**src/rtl/ghost_motion.sv**
```systemverilog
// Per-ghost position / direction / mode / frill-animation sequencer feeding the sprite renderer.
// Define GHOST_TUNNEL_WRAP_EN to make horizontal steps past either x edge wrap to the opposite edge.
module ghost_motion #(
  parameter logic [9:0] START_X     = 10'd320,
  parameter logic [9:0] START_Y     = 10'd240,
  parameter logic [9:0] HOME_X      = 10'd320,
  parameter logic [9:0] HOME_Y      = 10'd200,
  parameter logic [9:0] X_MAX       = 10'd632,
  parameter logic [9:0] Y_MAX       = 10'd472,
  parameter int         STEP        = 1,
  parameter int         DEAD_STEP   = 2,
  parameter int         ANIM_FRAMES = 8,
  parameter int         FRGT_FRAMES = 360,
  parameter int         SCOR_FRAMES = 60
) (
  input  logic       clk,
  input  logic       rst_n,
  input  logic       frame_tick,
  input  logic [1:0] req_dir,
  input  logic       move_en,
  input  logic       power_pellet,
  input  logic       ghost_eaten,
  output logic [9:0] xloc,
  output logic [9:0] yloc,
  output logic [1:0] ghost_dir,
  output logic [1:0] ghost_mode,
  output logic       animation_cycle,
  output logic [8:0] mode_timer
);
  localparam logic [9:0] MIN  = 10'd7;
  localparam logic [9:0] STP  = 10'(STEP);
  localparam logic [9:0] DSTP = 10'(DEAD_STEP);
  localparam int         AW   = (ANIM_FRAMES > 1) ? $clog2(ANIM_FRAMES) : 1;
  localparam logic [1:0] RT = 2'b00, UP = 2'b01, DN = 2'b10, LT = 2'b11;
`ifdef GHOST_TUNNEL_WRAP_EN
  localparam bit WRAP = 1'b1;
`else
  localparam bit WRAP = 1'b0;
`endif

  typedef enum logic [1:0] {NORM = 2'b00, FRGT = 2'b01, SCOR = 2'b10, DEAD = 2'b11} mode_t;

  mode_t         mode;
  logic [AW-1:0] anim_cnt;
  logic [9:0]    mv_x, mv_y, dd_x, dd_y;
  logic [1:0]    dd_dir;
  logic          arrive;

  assign ghost_mode = mode;

  // Player-style step: clamp to the legal box, except the optional x tunnel.
  always_comb begin
    mv_x = xloc;
    mv_y = yloc;
    unique case (req_dir)
      RT: if (xloc > X_MAX - STP) mv_x = (WRAP && xloc == X_MAX) ? MIN : X_MAX;
          else                    mv_x = xloc + STP;
      LT: if (xloc < MIN + STP)   mv_x = (WRAP && xloc == MIN) ? X_MAX : MIN;
          else                    mv_x = xloc - STP;
      DN: mv_y = (yloc > Y_MAX - STP) ? Y_MAX : yloc + STP;
      UP: mv_y = (yloc < MIN + STP)   ? MIN   : yloc - STP;
    endcase
  end

  // Eyes-home seek: x first, then y, snapping when closer than one step.
  always_comb begin
    dd_x   = xloc;
    dd_y   = yloc;
    dd_dir = ghost_dir;
    if (xloc != HOME_X) begin
      if (xloc < HOME_X) begin
        dd_dir = RT;
        dd_x   = (HOME_X - xloc < DSTP) ? HOME_X : xloc + DSTP;
      end else begin
        dd_dir = LT;
        dd_x   = (xloc - HOME_X < DSTP) ? HOME_X : xloc - DSTP;
      end
    end else if (yloc != HOME_Y) begin
      if (yloc < HOME_Y) begin
        dd_dir = DN;
        dd_y   = (HOME_Y - yloc < DSTP) ? HOME_Y : yloc + DSTP;
      end else begin
        dd_dir = UP;
        dd_y   = (yloc - HOME_Y < DSTP) ? HOME_Y : yloc - DSTP;
      end
    end
    arrive = (dd_x == HOME_X) && (dd_y == HOME_Y);
  end

  always_ff @(posedge clk or negedge rst_n) begin
    if (!rst_n) begin
      xloc            <= START_X;
      yloc            <= START_Y;
      ghost_dir       <= RT;
      mode            <= NORM;
      animation_cycle <= 1'b0;
      mode_timer      <= 9'd0;
      anim_cnt        <= '0;
    end else begin
      if (frame_tick) begin
        if (anim_cnt == AW'(ANIM_FRAMES - 1)) begin
          anim_cnt        <= '0;
          animation_cycle <= ~animation_cycle;
        end else begin
          anim_cnt <= anim_cnt + 1'b1;
        end
        unique case (mode)
          NORM, FRGT: if (move_en) begin
            xloc      <= mv_x;
            yloc      <= mv_y;
            ghost_dir <= req_dir;
          end
          DEAD: begin
            xloc      <= dd_x;
            yloc      <= dd_y;
            ghost_dir <= dd_dir;
          end
          default: ;
        endcase
      end

      // Event loads take priority over the per-tick countdown.
      unique case (mode)
        NORM: if (power_pellet) begin
          mode       <= FRGT;
          mode_timer <= 9'(FRGT_FRAMES);
        end
        FRGT: begin
          if (ghost_eaten) begin
            mode       <= SCOR;
            mode_timer <= 9'(SCOR_FRAMES);
          end else if (power_pellet) begin
            mode_timer <= 9'(FRGT_FRAMES);
          end else if (frame_tick) begin
            if (mode_timer == 9'd1) begin
              mode       <= NORM;
              mode_timer <= 9'd0;
            end else begin
              mode_timer <= mode_timer - 9'd1;
            end
          end
        end
        SCOR: if (frame_tick) begin
          if (mode_timer == 9'd1) begin
            mode       <= DEAD;
            mode_timer <= 9'd0;
          end else begin
            mode_timer <= mode_timer - 9'd1;
          end
        end
        DEAD: if (frame_tick && arrive) mode <= NORM;
        default: ;
      endcase
    end
  end
endmodule

```
**config.mk**
```make
export PLATFORM = sky130hd
export DESIGN_NAME = ghost_motion
export DESIGN_NICKNAME = d
export VERILOG_FILES = /design/src/rtl/ghost_motion.sv
export SDC_FILE = /design/constraint.sdc
export NUM_CORES = 1
export LEC_CHECK = 0
export BUFFER_PORTS_ARGS = -buffer_cell sky130_fd_sc_hd__buf_2
export CAP_MARGIN = 30
export CORE_MARGIN = 1
export CORE_UTILIZATION = 50
export CTS_BUF_LIST = sky130_fd_sc_hd__clkbuf_2 sky130_fd_sc_hd__clkbuf_4 sky130_fd_sc_hd__clkbuf_8
export DETAILED_ROUTE_END_ITERATION = 10
export PLACE_DENSITY = 0.72
export SYNTH_ARGS = -nofsm -noshare
export SYNTH_HDL_FRONTEND = slang
export SYNTH_SLANG_ARGS = --single-unit
export TNS_END_PERCENT = 1
```
**constraint.sdc**
```tcl
create_clock -name clk -period 3.26 [get_ports clk]
set_input_delay 0.652 -clock clk [delete_from_list [all_inputs] [get_ports clk]]
set_output_delay 0.652 -clock clk [all_outputs]
set_load 0.05 [all_outputs]
```
# Yosys cells after proc, flatten, opt, wreduce, memory -nomap -nowiden
# Cells that the tools add are included.
[classes]
muxes = 41
n_eq_ne = 23
n_addsub = 14
order_cmp = 10
reduce_logical = 13
bitwise_logic = 1
[op_table]
columns = ["operator", "n"]
rows = [
  ["$mux 10", 15],
  ["$pmux 10 s2", 4],
  ["$mux 9", 5],
  ["$lt 10x2->1 const B", 4],
  ["$pmux 9 s3", 1],
  ["$mux 2", 13],
  ["$add 10x1->10 const B", 2],
  ["$add 10x2->10 const B", 2],
  ["$lt 10x4->1 const B", 2],
  ["$sub 10x1->10 const B", 2],
  ["$sub 10x2->10 const B", 2],
  ["$ne 3x3->1 const B", 4],
  ["$reduce_and 4->1", 3],
  ["$eq 10x8->1 const B", 1],
  ["$eq 10x9->1 const B", 1],
  ["$gt 10x10->1 const B", 1],
  ["$gt 10x9->1 const B", 1],
  ["$lt 10x8->1 const B", 1],
  ["$lt 10x9->1 const B", 1],
  ["$ne 10x8->1 const B", 1],
  ["$ne 10x9->1 const B", 1],
  ["$ne 2x2->1 const B", 5],
  ["$sub 10x8->10 const B", 1],
  ["$sub 10x9->10 const B", 1],
  ["20 further kinds", 28],
]
[totals]
wordCells = 109
regBits = 37
out_inout_bits = 34

# Logic depth before layout (Yosys ltp)
[logic_depth]
word_depth = 11
mapped_depth = 13

# Worst setup path after synthesis
# Ideal clock, no wire load.
[synth_timing]
kind = "register to register"
start = "register xloc[2]"
end = "register with a tool-made name"
synth_period_minus_slack_ns = 3.317
path_buffers = 1
setup_time_ns = 0.069
t_required_ns = 3.191
path_stages_with_launch = 13
arrival_time_ns = 3.248
setup_slack_ns = -0.057
path_cell_list = "dfrtp_1 > clkbuf_1 > inv_1 > ha_1 > or4b_4 > nor3_2 > o2111ai_2 > nor3_4 > o221ai_2 > nor4b_2 > nand4_1 > or4_1 > nand3_1"
[synth_rtl]
columns = ["item", "line", "text"]
rows = [
  ["start, declared", "23", "output logic [9:0] xloc,"],
  ["start signal, assigned", "109", "xloc <= mv_x;"],
]

==> results.ini <==
[worst_setup_path]
setup.worst_path.class = reg -> reg
cpMostUsedCell = buf_4
rr_startpoint = xloc[2]
startpoint_type = register
cp_max_fo = 5
critPathCaptureType = register
crit_required_ns = 3.49
slowest_delay_ns = 0.51
crit_slowest_cell = or4_1
rrSetupSlack_ns = 0.17
path_buf_inv = 3
arrival_ns = 3.33
crit_chain = inv_1 -> ha_2 -> or4b_4 -> nor3_4 -> buf_4 -> buf_4 -> o21ai_2 -> a21oi_2 -> nand4_2 -> nor4b_2 -> nand4_1 -> or4_1 -> nand3_1
reg2regPathDepth = 13
cp_top_family = simple AND/OR/NAND/NOR gates

[floorplanning]
io_pins = 42
die_y_um = 94.2
start_util_pct = 51.8
die_w_um = 94.2
core_area_um2 = 8220
dieArea_um2 = 8880
rows = 33

[layout]
fillerInstances = 772
n_antenna_cell = 0
multi_input_area_um2 = 3090
mostFrequentLayoutCells = nand2_1, nor2_1, o21ai_0, buf_2
drive_gt1_share_pct = 19.9
fin_nets = 660
regArea_um2 = 935
final_common_cell = nand2_1
areaGrowthSynthToFinish_pct = 14.0
fin_util_pct = 59.0
finalNonFillerCells = 733

[timing]
rsz0062_at_grt = no
tns_ns = 0
worstMarginPinSlew_ns = 0.898
min_period_ns = 3.09
maxClockFrequency_mhz = 323
finalMaxSlewViolations = 0
finalCritPeriodShare_pct = 94.9
hold_viol = 0
setup_viol = 0
fin_skew_ns = 0.00738
hold_ws_ns = 0.472
slew_headroom_pct = 40.1

[synthesis]
synth_cells = 574
synth_ff_type = dfrtp_1
syn_area_um2 = 4250
yosysUniqueCellTypes = 80
synth.avg_cell_area_um2 = 7.41
yosys_warnings = 0
ys_seq_area_share_pct = 21.9
synth-async-reset-ratio_pct = 100
synth-edff-count = 0
synth-seq-cells = 37
synth_nets = 607

[clock_network]
cts_tree = yes
clk_latency_ns = 0.30
htree_levels = 2
clkSinkCount = 37
clk_pin_slew_worst_paths_ns = 0.09
cts_buffer_depth = 2
root_buffer = clkbuf_8
cts_made_buffers = 5

[worst_hold_path]
hold_class = in -> async

[job]
maxCapViolCount = 0

[power]
power.density_nw_per_um2 = 1200
p_leak_nw = 2.03
vdd_ir_drop_max_mv = 0.570

[detailed_routing]
drt_iter0_markers = 480
dr.pass1.iters = 5
routedWlPerCell_um = 19.0
vias = 4869
wl_mm = 13.9
drc = 0
ant_nets = 0
via_per_inst = 6.64

[placement]
place_inst = 723
port_buffers = 41
dp_hpwl_mm = 10.4
gp_congestion = 0.988

[global_route]
overflow = 0
grt_max_degree = 38
grt_pass1_vias = 4461
antenna_found_initial = 0
grt_pass1_wl_mm = 22.6
globalRouteTotalUtil_pct = 32.3

[outcome]
outcome = complete, no violations

[worst max path at each step]
stage          cells past startpoint  slack (ns)        to  startpoint
2_1_floorplan                     11        0.02  register     xloc[1]
3_3_place_gp                      11        0.17  register     xloc[2]
3_5_place_dp                      11        0.05  register     xloc[2]
4_1_cts                           11        0.04  register     xloc[2]
5_1_grt                           13       0.005  register     xloc[2]
6_report                          13        0.17  register     xloc[2]
[through the flow]
stage          setup slack, ns  cell area [um2]  total power, W
6_report                 0.166             4850         0.00584
3_5_place_dp            0.0535             4720         0.00536
5_1_grt                0.00454             4850         0.00625
2_1_floorplan           0.0206             4250         0.00410
4_1_cts                 0.0355             4810         0.00573
3_3_place_gp             0.167             4720         0.00531
[power by group]
| group | internal [W] | switching, W | leakage [nW] |
|---|---|---|---|
| sequential | 0.000694 | 0.000281 | 0.438 |
| clock | 0.000148 | 0.000190 | 0.0439 |
| combinational | 0.00155 | 0.00298 | 1.55 |
| total | 0.00239 | 0.00345 | 2.03 |
[logic make-up (layout without fill, tap and decap cells)]
logic type | after synthesis | in the layout | share of synthesized area [%]
adder cells (fa/ha/maj) | 25 | 25 | 7.36
flip-flops | 37 | 37 | 21.9
AO/OA/AOI/OAI | 178 | 178 | 28.0
multiplexers | 7 | 7 | 1.77
XOR/XNOR | 17 | 17 | 3.50
buffers and inverters | 63 | 117 | 6.03
AND/OR/NAND/NOR | 247 | 247 | 31.4
[sequential cells by signal, summed over array words and instances (netlist names), named ones only]
register	cells
yloc	10
xloc	10
anim_cnt	3
animation_cycle	1
mode_timer	9
ghost_mode	1
ghost_dir	2
[final cells by class]
type | instances | area share [%]
clock inverter | 3 | 0.361
sequential | 37 | 19.3
clock buffer | 5 | 1.42
tap | 105 | 2.71
timing repair buffer | 81 | 10.4
inverter | 28 | 2.17
multi-input combinational | 474 | 63.6
[per-layer routing]
layer | global-route usage (%) | part of all wire (%)
met5 | 0 | 0
met4 | 8.59 | 2.7
met3 | 3.24 | 9.6
met2 | 51.0 | 45
met1 | 46.6 | 42
[cell usage after synthesis, types with 8 or more instances]
master	instances	area, um2
a211oi_1	8	60.1
a21oi_1	40	200
a31oi_1	8	50.1
clkbuf_1	25	93.8
dfrtp_1	31	776
ha_1	25	313
inv_1	25	93.8
nand2_1	56	210
nand3_1	26	130
nand4_1	8	50.1
nor2_1	55	206
nor3_1	18	90.1
o211ai_1	8	60.1
o21ai_0	41	205
xnor2_1	15	131
[what timing repair did]
action | CTS | global route
setup endpoints to repair | 0 | 3
hold buffers | 0 | 0
buffers inserted | 0 | 2
gates resized for setup | 0 | 5
No activity file was read; power rests on OpenSTA's default activity.
